[src/rtl/multicycle_ctrl_fsm.sv]
// Main controller for the multicycle RV32I core: sequences ALU, memory port,
// instruction register and register file, with wait states on mem_ready.
module multicycle_ctrl_fsm #(
    parameter int unsigned STATE_W = 4
) (
    input  logic               clk,
    input  logic               rst_n,
    input  logic [6:0]         opcode,
    input  logic [2:0]         funct3,
    input  logic               zero,
    input  logic               mem_ready,
    output logic [1:0]         imm_src,
    output logic               adr_src,
    output logic               ir_write,
    output logic [1:0]         alu_src_a,
    output logic [1:0]         alu_src_b,
    output logic [1:0]         alu_op,
    output logic [1:0]         result_src,
    output logic               pc_write,
    output logic               reg_write,
    output logic               mem_write,
    output logic               illegal_instr,
    output logic [STATE_W-1:0] state_dbg
);

    localparam logic [6:0] OP_LOAD   = 7'b0000011;
    localparam logic [6:0] OP_STORE  = 7'b0100011;
    localparam logic [6:0] OP_RTYPE  = 7'b0110011;
    localparam logic [6:0] OP_ITYPE  = 7'b0010011;
    localparam logic [6:0] OP_BRANCH = 7'b1100011;
    localparam logic [6:0] OP_JAL    = 7'b1101111;
    localparam logic [6:0] OP_LUI    = 7'b0110111;
    localparam logic [6:0] OP_AUIPC  = 7'b0010111;

    typedef enum logic [3:0] {
        S_RST      = 4'd0,
        S_FETCH    = 4'd1,
        S_DECODE   = 4'd2,
        S_MEMADR   = 4'd3,
        S_MEMREAD  = 4'd4,
        S_MEMWB    = 4'd5,
        S_MEMWRITE = 4'd6,
        S_EXECR    = 4'd7,
        S_EXECI    = 4'd8,
        S_ALUWB    = 4'd9,
        S_BRANCH   = 4'd10,
        S_JAL      = 4'd11,
        S_LUI      = 4'd12,
        S_AUIPC    = 4'd13
    } state_t;

    state_t state;
    state_t state_next;

    // Async reset forces RST, whose decode drops every enable in the same cycle.
    always_ff @(posedge clk or negedge rst_n) begin
        if (!rst_n) begin
            state <= S_RST;
        end else begin
            state <= state_next;
        end
    end

    assign state_dbg = STATE_W'(state);

    // Immediate format follows the opcode regardless of state.
    always_comb begin
        imm_src = 2'b00;
        case (opcode)
            OP_STORE:                 imm_src = 2'b01;
            OP_BRANCH:                imm_src = 2'b10;
            OP_LUI, OP_AUIPC, OP_JAL: imm_src = 2'b11;
            default:                  imm_src = 2'b00;
        endcase
    end

    always_comb begin
        state_next    = S_FETCH;
        adr_src       = 1'b0;
        ir_write      = 1'b0;
        alu_src_a     = 2'b00;
        alu_src_b     = 2'b00;
        alu_op        = 2'b00;
        result_src    = 2'b00;
        pc_write      = 1'b0;
        reg_write     = 1'b0;
        mem_write     = 1'b0;
        illegal_instr = 1'b0;
        case (state)
            S_RST: state_next = S_FETCH;
            S_FETCH: begin
                alu_src_b  = 2'b10;
                result_src = 2'b10;
                ir_write   = mem_ready;
                pc_write   = mem_ready;
                state_next = mem_ready ? S_DECODE : S_FETCH;
            end
            S_DECODE: begin
                alu_src_a = 2'b01;
                alu_src_b = 2'b01;
                case (opcode)
                    OP_LOAD, OP_STORE: state_next = S_MEMADR;
                    OP_RTYPE:          state_next = S_EXECR;
                    OP_ITYPE:          state_next = S_EXECI;
                    OP_BRANCH:         state_next = S_BRANCH;
                    OP_JAL:            state_next = S_JAL;
                    OP_LUI:            state_next = S_LUI;
                    OP_AUIPC:          state_next = S_AUIPC;
                    default: begin
                        state_next    = S_FETCH;
                        illegal_instr = 1'b1;
                    end
                endcase
            end
            S_MEMADR: begin
                alu_src_a  = 2'b10;
                alu_src_b  = 2'b01;
                state_next = opcode[5] ? S_MEMWRITE : S_MEMREAD;
            end
            S_MEMREAD: begin
                adr_src    = 1'b1;
                state_next = mem_ready ? S_MEMWB : S_MEMREAD;
            end
            S_MEMWB: begin
                result_src = 2'b01;
                reg_write  = 1'b1;
            end
            S_MEMWRITE: begin
                adr_src    = 1'b1;
                mem_write  = 1'b1;
                state_next = mem_ready ? S_FETCH : S_MEMWRITE;
            end
            S_EXECR: begin
                alu_src_a  = 2'b10;
                alu_op     = 2'b10;
                state_next = S_ALUWB;
            end
            S_EXECI: begin
                alu_src_a  = 2'b10;
                alu_src_b  = 2'b01;
                alu_op     = 2'b10;
                state_next = S_ALUWB;
            end
            S_ALUWB: reg_write = 1'b1;
            S_BRANCH: begin
                alu_src_a = 2'b10;
                alu_op    = 2'b01;
                // Only beq/bne are resolved; other conditions never redirect.
                pc_write  = (funct3[2:1] == 2'b00) ? (zero ^ funct3[0]) : 1'b0;
            end
            S_JAL: begin
                alu_src_a  = 2'b01;
                alu_src_b  = 2'b10;
                pc_write   = 1'b1;
                state_next = S_ALUWB;
            end
            S_LUI: begin
                alu_src_a  = 2'b11;
                alu_src_b  = 2'b01;
                state_next = S_ALUWB;
            end
            S_AUIPC: begin
                alu_src_a  = 2'b01;
                alu_src_b  = 2'b01;
                state_next = S_ALUWB;
            end
            default: state_next = S_FETCH;
        endcase
    end

endmodule

[config.mk]
export PLATFORM = sky130hd
export DESIGN_NAME = multicycle_ctrl_fsm
export DESIGN_NICKNAME = d
export VERILOG_FILES = /design/src/rtl/multicycle_ctrl_fsm.sv
export SDC_FILE = /design/constraint.sdc
export NUM_CORES = 1
export LEC_CHECK = 0
export BUFFER_PORTS_ARGS = -buffer_cell sky130_fd_sc_hd__buf_2
export CAP_MARGIN = 20
export CORE_MARGIN = 8
export CORE_UTILIZATION = 45
export DETAILED_ROUTE_END_ITERATION = 12
export PLACE_DENSITY = 0.79
export REMOVE_ABC_BUFFERS = 1
export SLEW_MARGIN = 25
export SYNTH_ARGS = -nofsm -noshare
export SYNTH_HDL_FRONTEND = slang
export SYNTH_SLANG_ARGS = --single-unit
export TNS_END_PERCENT = 5
[constraint.sdc]
create_clock -name clk -period 1.91 [get_ports clk]
set_input_delay 0.0955 -clock clk [delete_from_list [all_inputs] [get_ports clk]]
set_output_delay 0.0955 -clock clk [all_outputs]
set_load 0.005 [all_outputs]
==> impl_results.md, run 1 <==
* Commonest cells after routing, fill and taps aside: buf_2, nor2_1, nand2_1, a21oi_1, nand2b_1
* Post-DP HPWL at 1520 um
* Max Cap Viol at 0
* TritonCTS clock tree: done
* Status: completed
* Initial antenna violation count at 0
* Largest net degree at the start of global routing at 20
* Reg2reg start: state_dbg[3]
* Routed WL at 2060 um
* Critical path cell sequence: buf_4 -> nand2b_1 -> nor3_1 -> and2_1 -> buf_2
* Via count at 822
* Yosys warning count at 0
* Global-route wire length before repair at 3210 um
* Leading cell type in the layout, fill and taps excluded: buf_2
* Capture point of the worst reg-to-reg path: state_dbg[3]
* Layout cells sized above 1 at 33.1%
* Power Total at 922 uW
* Crit path max fanout at 12
* Wire per inst at 14.1 um
* P_leak at 0.000419 uW
* Clock Latency Late Sink at 240 ps
* Final Max Tran Viols at 0
* Tot GR Track Use at 14.2%
* Clock buffer depth at 2
* Worst-margin pin slew at 532 ps
* Setup violations, final at 0
* Clk pwr share at 11.8%
* Fin crit share at 89.5%
* Post-CTS Setup Bufs at 0
* Synth Register Bits at 4
* Total global routing overflow at 0
* Tmin final at 1710 ps
* Worst-path clk slew at 40 ps
* Die area at 3030 um2
* Sw frac at 47.3%
* Root Driver: clkbuf_4
* Setup crit end kind: primary output
* PortBufs at 33
* Fmax at 585 MHz
* Number of placement rows at 14
* Largest register FFs at 4
* Vias in the first global route at 769
* Comb power frac at 66.4%
* Drc violations at 0
* Vias per cell at 5.63
* Seq pwr share at 21.8%
* CP Launch Type: flop
* Arrival @ worst endpoint at 1610 ps
* Clock Sink Count at 4
* CP bufs+invs at 2
* PD cells at 1070 nW/um2
* Slew HR at 64.5%
* GPL Wtd Cong at 0.780
* Die Ht at 55.0 um
* Cell family contributing the most delay on the critical path: simple AND/OR/NAND/NOR gates
* Internal Pwr Total at 486 uW
* Critical path class: flop to primary output
* Sw power at 436 uW
* Area grow syn2layout at 25.4%
* Max stage delay on crit path at 480 ps
* Setup TNS at 0 ps
* H-tree depth at 1
* Reg2Reg Depth at 2
* CTS Buf Count at 3
* Starting DRT DRC Count at 12
* Critical Path Slowest Stage Cell: dfrtp_1
* Post-Route Skew at 3.77 ps
* Reg2Reg Setup Slack at 370 ps
* RSZ-0062 raised after global routing: false
* N_diodes at 0
* Syn_area_per_cell at 6.72 um2
* Netlist cell types at 41
* Boundary pin count at 34
* Final ANT Viol Nets at 0
* Sequential-to-total area share from yosys stat at 14.6%
* DRT Pass-1 Iters at 4
* CTS resizes at 0
* Hold Fails Final Rpt at 0
* Syn Std Cell Area at 686 um2
* Max IR drop VDD at 0.357 mV
* Post-Syn Instances at 102
* Die W at 55.0 um
* Worst hold path class: primary input to asynchronous set/reset pin
* NumNets Final at 146
* Worst EP required at 1810 ps
* Initial core utilization at 46.6%
* Total core area at 1470 um2
through the flow:
stage / std cells / instance area, um2 / util, % / hold slack [ps] / worst slack (ps)
CTS: 146 / 860 / 58.4 / 192 / 220
global placement: 142 / 827 / 56.2 / -97.6 / 480
floorplan: 91 / 627 / - / -200 / 398
global route: 146 / 860 / 58.4 / 222 / 10.7
finish: 146 / 860 / 58.4 / 188 / 200
detailed placement: 142 / 827 / 56.2 / -92.0 / 439
Yosys cell counts:
cell,instances,area [um2]
nor2_1,13,48.8
nand2_1,12,45.0
a21oi_1,11,55.1
nand2b_1,7,43.8
buf_2,4,20.0
clkbuf_1,4,15.0
dfrtp_1,4,100
o21ai_0,4,20.0
o22ai_1,3,18.8
a211o_1,2,17.5
a21boi_0,2,15.0
nand3b_1,2,15.0
nor2b_1,2,12.5
nor3b_1,2,15.0
nor4_1,2,12.5
o31ai_1,2,15.0
or2b_1,2,15.0
a2111o_1,1,11.3
a21o_1,1,7.51
a2bb2oi_1,1,8.76
a31oi_1,1,6.26
and2_1,1,6.26
and3b_2,1,10.0
and4b_1,1,10.0
buf_4,1,7.51
buf_6,1,11.3
clkbuf_2,1,5.00
inv_1,1,3.75
mux2i_1,1,10.0
nand2b_4,1,13.8
nand3_2,1,10.0
nand4b_1,1,8.76
nor3_1,1,5.00
o211ai_1,1,7.51
o21ai_1,1,5.00
o32a_1,1,10.0
or2_2,1,6.26
or3b_1,1,8.76
or4_4,1,11.3
xnor2_1,1,8.76
xor2_1,1,8.76
power groups by stage:
stage	Clock [uW]	Combinational [uW]	Sequential [uW]
floorplan	0	315	225
global placement	0	592	194
detailed placement	0	607	198
CTS	109	612	197
global route	111	690	209
finish	109	612	201
worst register-to-register path: cells and delay by family, from the launching register on:
family          cells  cell delay [ps]
compound gates      1              280
simple gates        1              600
flops               1              560
worst max path at each step:
stage / startpoint / end / cells past startpoint
3_3_place_gp: state_dbg[3] / state_dbg[3] / 2
2_1_floorplan: state_dbg[0] / state_dbg[3] / 3
5_1_grt: state_dbg[3] / pc_write / 5
3_5_place_dp: state_dbg[3] / state_dbg[3] / 2
6_report: state_dbg[1] / ir_write / 5
4_1_cts: state_dbg[1] / ir_write / 5
layer usage:
layer / share of wire [%] / vias to the layer above / wire, um / track usage (%)
li1: - / 422 / - / -
met1: 43 / 364 / 881 / 14.8
met2: 46 / 32 / 941 / 25.5
met3: 9.8 / 4 / 201 / 2.41
met4: 1.5 / 0 / 31 / 9.60
met5: 0 / - / 0 / 0
cells by family after synthesis:
kind of cell    share of synthesized area, %
buf+inv                                 9.12
flops                                   14.6
compound gates                          28.8
simple gates                            43.4
xor+xnor                                2.56
mux                                     1.46
what timing repair did:
item	in CTS	in global routing
hold endpoints to repair	4	0
endpoints found under the setup margin	0	0
hold buffers	1	0
final cells by class:
cell class / count / area (um2)
clock buffers: 3 / 22.5
fillers: 163 / 612
inverters: 1 / 3.75
multi-input cells: 86 / 523
flip-flops and latches: 4 / 100
well taps: 16 / 20.0
repair buffers: 36 / 190
Power figures use the tool's default switching activity.
==> run 2, diff against run 1 <==
- ABC_AREA: default -> 1
- BUFFER_PORTS_ARGS: -buffer_cell sky130_fd_sc_hd__buf_2 -> -buffer_cell sky130_fd_sc_hd__buf_4
- CORE_UTILIZATION: 45 -> 41
- PLACE_DENSITY: 0.79 -> 0.76
==> impl_results.md, run 2 <==
* Post-Syn Instances at 106
* Fmax at 681 MHz
* Worst EP required at 1810 ps
* Setup violations, final at 0
* PortBufs at 33
* Routed WL at 1750 um
* Final WS setup at 442 ps
* Final Max Tran Viols at 0
* Top post-synthesis cells by area: nand2_1, dfrtp_1, nor2_1
* Netlist cell types at 18
* Number of placement rows at 13
* CP Launch Type: flop
* Starting DRT DRC Count at 7
* Die W at 53.1 um
* Vias per cell at 4.86
* Layout cells sized above 1 at 35.7%
* Syn_area_per_cell at 5.34 um2
* Max Cap Viol at 0
* Power Total at 917 uW
* Util after Layout at 66.4%
* Global-route wire length before repair at 2960 um
* Pre-CTS setup slack at 686 ps
* Count leader, synth: nand2_1
* Worst-margin pin slew at 336 ps
* Critical Path Slowest Stage Cell: dfrtp_1
* Wire per inst at 11.1 um
* CTS resizes at 0
* Top cell type's share of synthesized area at 20.6%
* Die area at 2820 um2
* Post-CTS Setup Bufs at 0
* Final ANT Viol Nets at 0
* Arrival @ worst endpoint at 1370 ps
* Top cells by count, synth: nand2_1, nor2_1, inv_1
* Post-synth EDFFs at 0
* Clock buffer depth at 2
* H-tree depth at 1
* Clock Latency Late Sink at 230 ps
* Critical path class: flop to primary output
* N_diodes at 0
* Post-Route Skew at 2.99 ps
* DRT Pass-1 Iters at 2
* Setup TNS at 0 ps
* Fin crit share at 76.9%
* Vias in the first global route at 746
* Largest register FFs at 4
* Sequential-to-total area share from yosys stat at 17.7%
* Via count at 768
* RSZ-0062 raised after global routing: false
* Total core area at 1300 um2
* Initial antenna violation count at 0
* CTS Buf Count at 3
* Drc violations at 0
* Commonest cells after routing, fill and taps aside: buf_4, nand2_1, nor2_1, inv_1, nand3_1
* Area grow syn2layout at 52.9%
* Clock Sink Count at 4
* Root Driver: clkbuf_4
* Tmin final at 1470 ps
* Die Ht at 53.1 um
* Yosys top cell by area: nand2_1
* Synth Register Bits at 4
* TritonCTS clock tree: done
* Fillers at 133
* P_leak at 0.000534 uW
* Crit path max fanout at 7
* Status: completed
* Total global routing overflow at 0
* Worst hold path class: primary input to asynchronous set/reset pin
* Max IR drop VDD at 0.390 mV
* Worst-path clk slew at 40 ps
* Reg2Reg Depth at 7
* Post-DP HPWL at 1540 um
* Largest net degree at the start of global routing at 8
* Yosys warning count at 0
* Initial core utilization at 43.5%
* Boundary pin count at 34
* Async S/R FF share, synth at 100%
* Slew HR at 77.4%
* Critical path cell sequence: nor2_2 -> inv_2 -> nor2_1 -> a31oi_1 -> nand3_1 -> buf_4
* Syn Std Cell Area at 566 um2
* GPL Wtd Cong at 0.841
* Leading cell type in the layout, fill and taps excluded: buf_4
* Max stage delay on crit path at 450 ps
* Hold Fails Final Rpt at 0
* Tot GR Track Use at 12.8%
* Predominant post-synthesis flop cell: dfrtp_1
* Setup crit end kind: primary output
* NumNets Final at 159
* PD cells at 1060 nW/um2
## run 2: cell count changes in the layout (fill, tap and decap cells not counted), moves of 7 or more
cell,before,now
inv_1,1,15
nand3_1,0,8
buf_4,2,33
nand2_1,12,31
nand2b_1,7,0
buf_2,33,0
a21oi_1,11,2
## run 2: layer usage
metal	share of wire, %	routed length (um)	track usage, %	up-vias
met3	9.4	164	2.80	0
met2	51	897	24.4	22
met1	39	688	13.5	329
met5	0	0	0	-
met4	0	0	3.78	0
li1	-	-	-	417
## run 2: kinds of logic after synthesis
group	Yosys count	synth area share, %
AND/OR/NAND/NOR	73	60.6
buffers and inverters	20	13.3
flip-flops	4	17.7
AO/OA/AOI/OAI	9	8.41
## run 2: power by group
part	switching, uW	internal [uW]	leakage (uW)	total, uW
logic	337	302	0.000469	639
registers	59.8	117	0.0000513	177
clock network	30.3	70.0	0.0000138	100
total	428	489	0.000534	917
## run 2: final cells by class
cell class | instances | area [um2] | share of cell area (%)
Multi-Input combinational cell | 82 | 390 | 45.2
Inverter | 20 | 75.1 | 8.68
Timing Repair Buffer | 34 | 258 | 29.8
Sequential cell | 4 | 100 | 11.6
Tap cell | 15 | 18.8 | 2.17
Clock buffer | 3 | 22.5 | 2.60
## run 2: worst paths after layout
path,to,slack (ps),start
min reg2reg,state_dbg[3],700,state_dbg[2]
max,alu_src_a[1],440,state_dbg[3]
min in group clk,state_dbg[0],190,mem_ready
max in group asynchronous,state_dbg[3],1620,rst_n
max reg2reg,state_dbg[1],690,state_dbg[3]
min,state_dbg[0],190,rst_n
## run 2: critical path, delay by kind of cell, from the launching register on
family | cells | cell delay, ps
flip-flops | 1 | 450
AND/OR/NAND/NOR | 3 | 430
buffers and inverters | 2 | 190
AO/OA/AOI/OAI | 1 | 70
## run 2: per-stage QoR
step | std cells | area (um2) | hold WS, ps
finish | 158 | 865 | 189
floorplan | 106 | 566 | -200
CTS | 158 | 865 | 188
global route | 158 | 865 | 203
global placement | 154 | 832 | -109
detailed placement | 154 | 832 | -109
## run 2: repair_timing
action | CTS | global route
hold buffers | 1 | 0
hold endpoints to repair | 4 | 0
endpoints found under the setup margin | 0 | 0
